===== config.mk =====
export PLATFORM = sky130hd
export DESIGN_NAME = cond_exec_stage
export DESIGN_NICKNAME = d
export VERILOG_FILES = /design/src/rtl/cond_exec_stage.sv
export SDC_FILE = /design/constraint.sdc
export NUM_CORES = 1
export LEC_CHECK = 0
export ABC_AREA = 1
export CORE_AREA = 2 2 50 52
export CTS_BUF_LIST = sky130_fd_sc_hd__clkbuf_4 sky130_fd_sc_hd__clkbuf_8 sky130_fd_sc_hd__clkbuf_16
export DETAILED_ROUTE_END_ITERATION = 16
export DIE_AREA = 0 0 52 54
export PLACE_DENSITY_LB_ADDON = 0.25
export RECOVER_POWER = 50
export SETUP_SLACK_MARGIN = 0.3
export SLEW_MARGIN = 20
export SYNTH_ARGS = -nofsm -noshare
export SYNTH_HDL_FRONTEND = slang
export SYNTH_SLANG_ARGS = --single-unit

===== constraint.sdc =====
create_clock -name clk -period 3 [get_ports clk]
set_input_delay 0.45 -clock clk [delete_from_list [all_inputs] [get_ports clk]]
set_output_delay 0.45 -clock clk [all_outputs]
set_load 0.005 [all_outputs]

===== src/rtl/cond_exec_stage.sv =====
// E-stage control register and conditional-execution unit: registers the decode
// control bundle, holds NZCV, and gates all side effects with the condition result.
module cond_exec_stage (
  input  logic       clk,
  input  logic       reset,
  input  logic       StallE,
  input  logic       FlushE,
  input  logic [3:0] CondD,
  input  logic [1:0] FlagWD,
  input  logic       PCSD,
  input  logic       RegWD,
  input  logic       MemWD,
  input  logic       BranchD,
  input  logic       MemtoRegD,
  input  logic       ALUSrcD,
  input  logic [1:0] ALUControlD,
  input  logic [3:0] ALUFlags,
  output logic       CondExE,
  output logic       PCSrcE,
  output logic       RegWriteE,
  output logic       MemWriteE,
  output logic       BranchTakenE,
  output logic       MemtoRegE,
  output logic       ALUSrcE,
  output logic [1:0] ALUControlE,
  output logic [3:0] FlagsE
);

  localparam logic [3:0] COND_EQ = 4'b0000;
  localparam logic [3:0] COND_NE = 4'b0001;
  localparam logic [3:0] COND_CS = 4'b0010;
  localparam logic [3:0] COND_CC = 4'b0011;
  localparam logic [3:0] COND_MI = 4'b0100;
  localparam logic [3:0] COND_PL = 4'b0101;
  localparam logic [3:0] COND_VS = 4'b0110;
  localparam logic [3:0] COND_VC = 4'b0111;
  localparam logic [3:0] COND_HI = 4'b1000;
  localparam logic [3:0] COND_LS = 4'b1001;
  localparam logic [3:0] COND_GE = 4'b1010;
  localparam logic [3:0] COND_LT = 4'b1011;
  localparam logic [3:0] COND_GT = 4'b1100;
  localparam logic [3:0] COND_LE = 4'b1101;
  localparam logic [3:0] COND_AL = 4'b1110;

  logic       valid_q, valid_d;
  logic [3:0] cond_q, cond_d;
  logic [1:0] flagw_q, flagw_d;
  logic       pcs_q, pcs_d;
  logic       regw_q, regw_d;
  logic       memw_q, memw_d;
  logic       branch_q, branch_d;
  logic       memtoreg_q, memtoreg_d;
  logic       alusrc_q, alusrc_d;
  logic [1:0] aluctrl_q, aluctrl_d;
  logic [3:0] flags_q, flags_d;

  logic n_f, z_f, c_f, v_f;
  logic cond_pass;

  assign {n_f, z_f, c_f, v_f} = flags_q;

  always_comb begin
    cond_pass = 1'b0;
    case (cond_q)
      COND_EQ: cond_pass = z_f;
      COND_NE: cond_pass = ~z_f;
      COND_CS: cond_pass = c_f;
      COND_CC: cond_pass = ~c_f;
      COND_MI: cond_pass = n_f;
      COND_PL: cond_pass = ~n_f;
      COND_VS: cond_pass = v_f;
      COND_VC: cond_pass = ~v_f;
      COND_HI: cond_pass = c_f & ~z_f;
      COND_LS: cond_pass = ~c_f | z_f;
      COND_GE: cond_pass = (n_f == v_f);
      COND_LT: cond_pass = (n_f != v_f);
      COND_GT: cond_pass = ~z_f & (n_f == v_f);
      COND_LE: cond_pass = z_f | (n_f != v_f);
      COND_AL: cond_pass = 1'b1;
      default: cond_pass = 1'b0;
    endcase
  end

  assign CondExE      = valid_q & cond_pass;
  assign PCSrcE       = pcs_q & CondExE;
  assign RegWriteE    = regw_q & CondExE;
  assign MemWriteE    = memw_q & CondExE;
  assign BranchTakenE = branch_q & CondExE;
  assign MemtoRegE    = memtoreg_q;
  assign ALUSrcE      = alusrc_q;
  assign ALUControlE  = aluctrl_q;
  assign FlagsE       = flags_q;

  always_comb begin
    valid_d    = valid_q;
    cond_d     = cond_q;
    flagw_d    = flagw_q;
    pcs_d      = pcs_q;
    regw_d     = regw_q;
    memw_d     = memw_q;
    branch_d   = branch_q;
    memtoreg_d = memtoreg_q;
    alusrc_d   = alusrc_q;
    aluctrl_d  = aluctrl_q;
    if (FlushE) begin
      valid_d    = 1'b0;
      cond_d     = 4'b0000;
      flagw_d    = 2'b00;
      pcs_d      = 1'b0;
      regw_d     = 1'b0;
      memw_d     = 1'b0;
      branch_d   = 1'b0;
      memtoreg_d = 1'b0;
      alusrc_d   = 1'b0;
      aluctrl_d  = 2'b00;
    end else if (!StallE) begin
      valid_d    = 1'b1;
      cond_d     = CondD;
      flagw_d    = FlagWD;
      pcs_d      = PCSD;
      regw_d     = RegWD;
      memw_d     = MemWD;
      branch_d   = BranchD;
      memtoreg_d = MemtoRegD;
      alusrc_d   = ALUSrcD;
      aluctrl_d  = ALUControlD;
    end
  end

  // A squashed or stalled instruction must not commit its flags yet.
  always_comb begin
    flags_d = flags_q;
    if (CondExE && !StallE && !FlushE) begin
      if (flagw_q[1]) flags_d[3:2] = ALUFlags[3:2];
      if (flagw_q[0]) flags_d[1:0] = ALUFlags[1:0];
    end
  end

  always_ff @(posedge clk or posedge reset) begin
    if (reset) begin
      valid_q    <= 1'b0;
      cond_q     <= 4'b0000;
      flagw_q    <= 2'b00;
      pcs_q      <= 1'b0;
      regw_q     <= 1'b0;
      memw_q     <= 1'b0;
      branch_q   <= 1'b0;
      memtoreg_q <= 1'b0;
      alusrc_q   <= 1'b0;
      aluctrl_q  <= 2'b00;
      flags_q    <= 4'b0000;
    end else begin
      valid_q    <= valid_d;
      cond_q     <= cond_d;
      flagw_q    <= flagw_d;
      pcs_q      <= pcs_d;
      regw_q     <= regw_d;
      memw_q     <= memw_d;
      branch_q   <= branch_d;
      memtoreg_q <= memtoreg_d;
      alusrc_q   <= alusrc_d;
      aluctrl_q  <= aluctrl_d;
      flags_q    <= flags_d;
    end
  end

endmodule


==> results.tsv <==
metric	value	unit
tightest_slew	697	ps
antenna_found_initial	0	
hold_path_startpoint	ALUControlE[1]$_DFFE_PP0P_	
cts_root_buf	clkbuf_4	
cts_buffers	3	
final_nets	200	
period_share	0.868	
synth-compound-area-share	0.0751	
dpl.hpwl	1780	µm
power.switching	0.147	mW
synth_top_family_by_area	simple AND/OR/NAND/NOR gates	
cts.sinks	19	
yosysUniqueCellTypes	18	
r2r_start	FlagsE[3]$_DFFE_PP0P_	
grt_pass1_wl	3920	µm
clock_latency	290	ps
drc_errors	0	
yosysWarnings	0	
worst_setup_path_end_kind	output port	
grt-ovfl-total	0	
first_pass_iters	4	
postPlaceCellArea	0.00137	mm²
clockBufferDepth	2	
fin_util	0.626	
synthesis.nets	158	
p_int	0.395	mW
timing.rr.end	FlagsE[0]$_DFFE_PP0P_	
hold_depth	2	
n_antenna_cell	0	
place.gp.congestion	0.831	
rsz0062_at_grt	no	
fill_cells	219	
crit_type	register to output port	
initial_utilization	0.431	
slew_headroom	0.535	
final_common_cell	nand2_1	
die_x	52	µm
first_iter_violations	10	
die-area	0.00281	mm²
ant_nets	0	
period_needed	2600	ps
pwr-share-clk	0.253	
outcome	complete, no violations	
fmax	384	MHz
fp.dieH	54	µm
synthesis.area	1000	µm²
synth_fa_ha_area_frac	0	
coreArea	0.00232	mm²
seqCellArea	477	µm²
multi_input_area	452	µm²
first_global_vias	945	
cp-start-kind	register	
muxShareOfSynthArea	0	
setup_tns	0	ps
io_buffer_count	34	
yosysSeqAreaShare	0.476	
drive_above_1_share	0.130	
skew	1.87	ps
p_leak	0.738	nW
clk_pin_slew	100	ps
r2r_slack	1450	ps
hold_buffers	0	
syn2layout_area_growth	45.3	%
grt_max_degree	20	
crit_path_max_fanout	5	
grt_usage	0.189	
finalMaxSlewViolations	0	
swShare	0.271	
yosys.area_share.simple	0.374	
cts_tree	built	
min_to	ALUControlE[1]$_DFFE_PP0P_	
synthCells	136	
worstHoldPathType	register to register	
worstPathArrival	2150	ps
pwr-share-comb	0.216	
via_per_inst	4.83	
final_area	0.00145	mm²
power	0.542	mW
num_io_pins	35	
r2r_cells	12	
rows	18	
synth_seq_cells	19	
setup_violations	0	
via_count	999	
hold_violations	0	
seqPwrFrac	0.530	
wl_per_cell	11.5	µm
wl	2380	µm
vdd_drop_max	0.294	mV
crit_required	2550	ps
synth-xor-area-share	0	
layout_common_cells	48 x nand2_1, 27 x clkdlybuf4s50_1, 18 x dfrtp_1, 14 x nand3_1, 11 x inv_1	
p_per_area	373	mW/mm²
synth.avg_cell_area	7.35	µm²
htreeDepth	1	
cap_violations	0	
-- registers in the layout, summed over array words and instances, names as in the netlist --
name,flops
ALUSrcE,1
pcs_q,1
cond_q,4
ALUControlE,2
valid_q,1
regw_q,1
MemtoRegE,1
flagw_q,2
FlagsE,4
branch_q,1
memw_q,1
-- timing repair --
item	CTS	global route
setup endpoints to repair	0	4
buffers inserted	0	5
resized for setup	0	5
-- how the worst max path moves through the flow --
stage                           from            to  slack (ps)  depth (start not counted)
6_report       FlagsE[3]$_DFFE_PP0P_     RegWriteE         400                         12
5_1_grt        FlagsE[3]$_DFFE_PP0P_     RegWriteE         270                         12
4_1_cts        FlagsE[3]$_DFFE_PP0P_     MemWriteE         350                         12
3_5_place_dp   FlagsE[3]$_DFFE_PP0P_     MemWriteE         710                         12
3_3_place_gp   FlagsE[3]$_DFFE_PP0P_        PCSrcE         750                         12
2_1_floorplan  FlagsE[3]$_DFFE_PP0P_  BranchTakenE        1320                         11
-- cell families (layout without fill, tap and decap cells) --
| logic type | count (synthesis) | in the layout |
|---|---|---|
| AOI/OAI and AO/OA | 12 | 12 |
| and+or+nand+nor | 85 | 85 |
| buffers and inverters | 20 | 61 |
| DFF | 19 | 19 |
-- critical path, stage by stage, from the launching register on --
cell and delay [ps]:
dfrtp_1 440, inv_1 110, nand2_1 80, nand2_1 90
nand2_1 70, nand2_1 60, nand2_1 60, nand2_2 80
nor2_4 50, a21oi_4 180, inv_2 80, nor2_1 80
clkdlybuf4s50_1 500
-- synth_stat cells, drive strengths merged --
cell	number	area (µm²)
nand3	14	70.1
nand3b	1	7.51
nand2	51	196
clkinv	2	7.51
clkbuf	3	11.3
inv	15	56.3
o21ai	8	40.0
a21oi	4	35.0
nor2	12	57.6
nor3	1	5.00
dfrtp	19	475
nand4	6	37.5
-- through the flow --
stage	cells	setup slack (ps)	hold slack, ps
5_1_grt	207	269	569
2_1_floorplan	136	1320	401
3_5_place_dp	198	708	502
3_3_place_gp	198	752	498
6_report	207	396	521
4_1_cts	202	355	534
-- power groups by stage --
stage	logic, mW	registers (mW)	clock network (mW)
after global routing	0.133	0.290	0.152
after detailed placement	0.111	0.292	0
after global placement	0.109	0.292	0
after floorplan	0.0537	0.290	0
final	0.117	0.288	0.137
after CTS	0.112	0.287	0.142
-- final cells by class --
cell class	instances	area share
flip-flops and latches	19	0.328
multi-input cells	97	0.311
repair buffers	40	0.270
inverters	17	0.0439
well taps	30	0.0258
clock buffers	4	0.0207
-- routing by layer --
metal / track usage / vias to the layer above / share of wire
li1: - / 514 / -
met1: 0.225 / 460 / 0.44
met2: 0.335 / 21 / 0.51
met3: 0.0250 / 4 / 0.042
met4: 0.0965 / 0 / 0.016
met5: 0 / - / 0
Power figures use the tool's default switching activity.
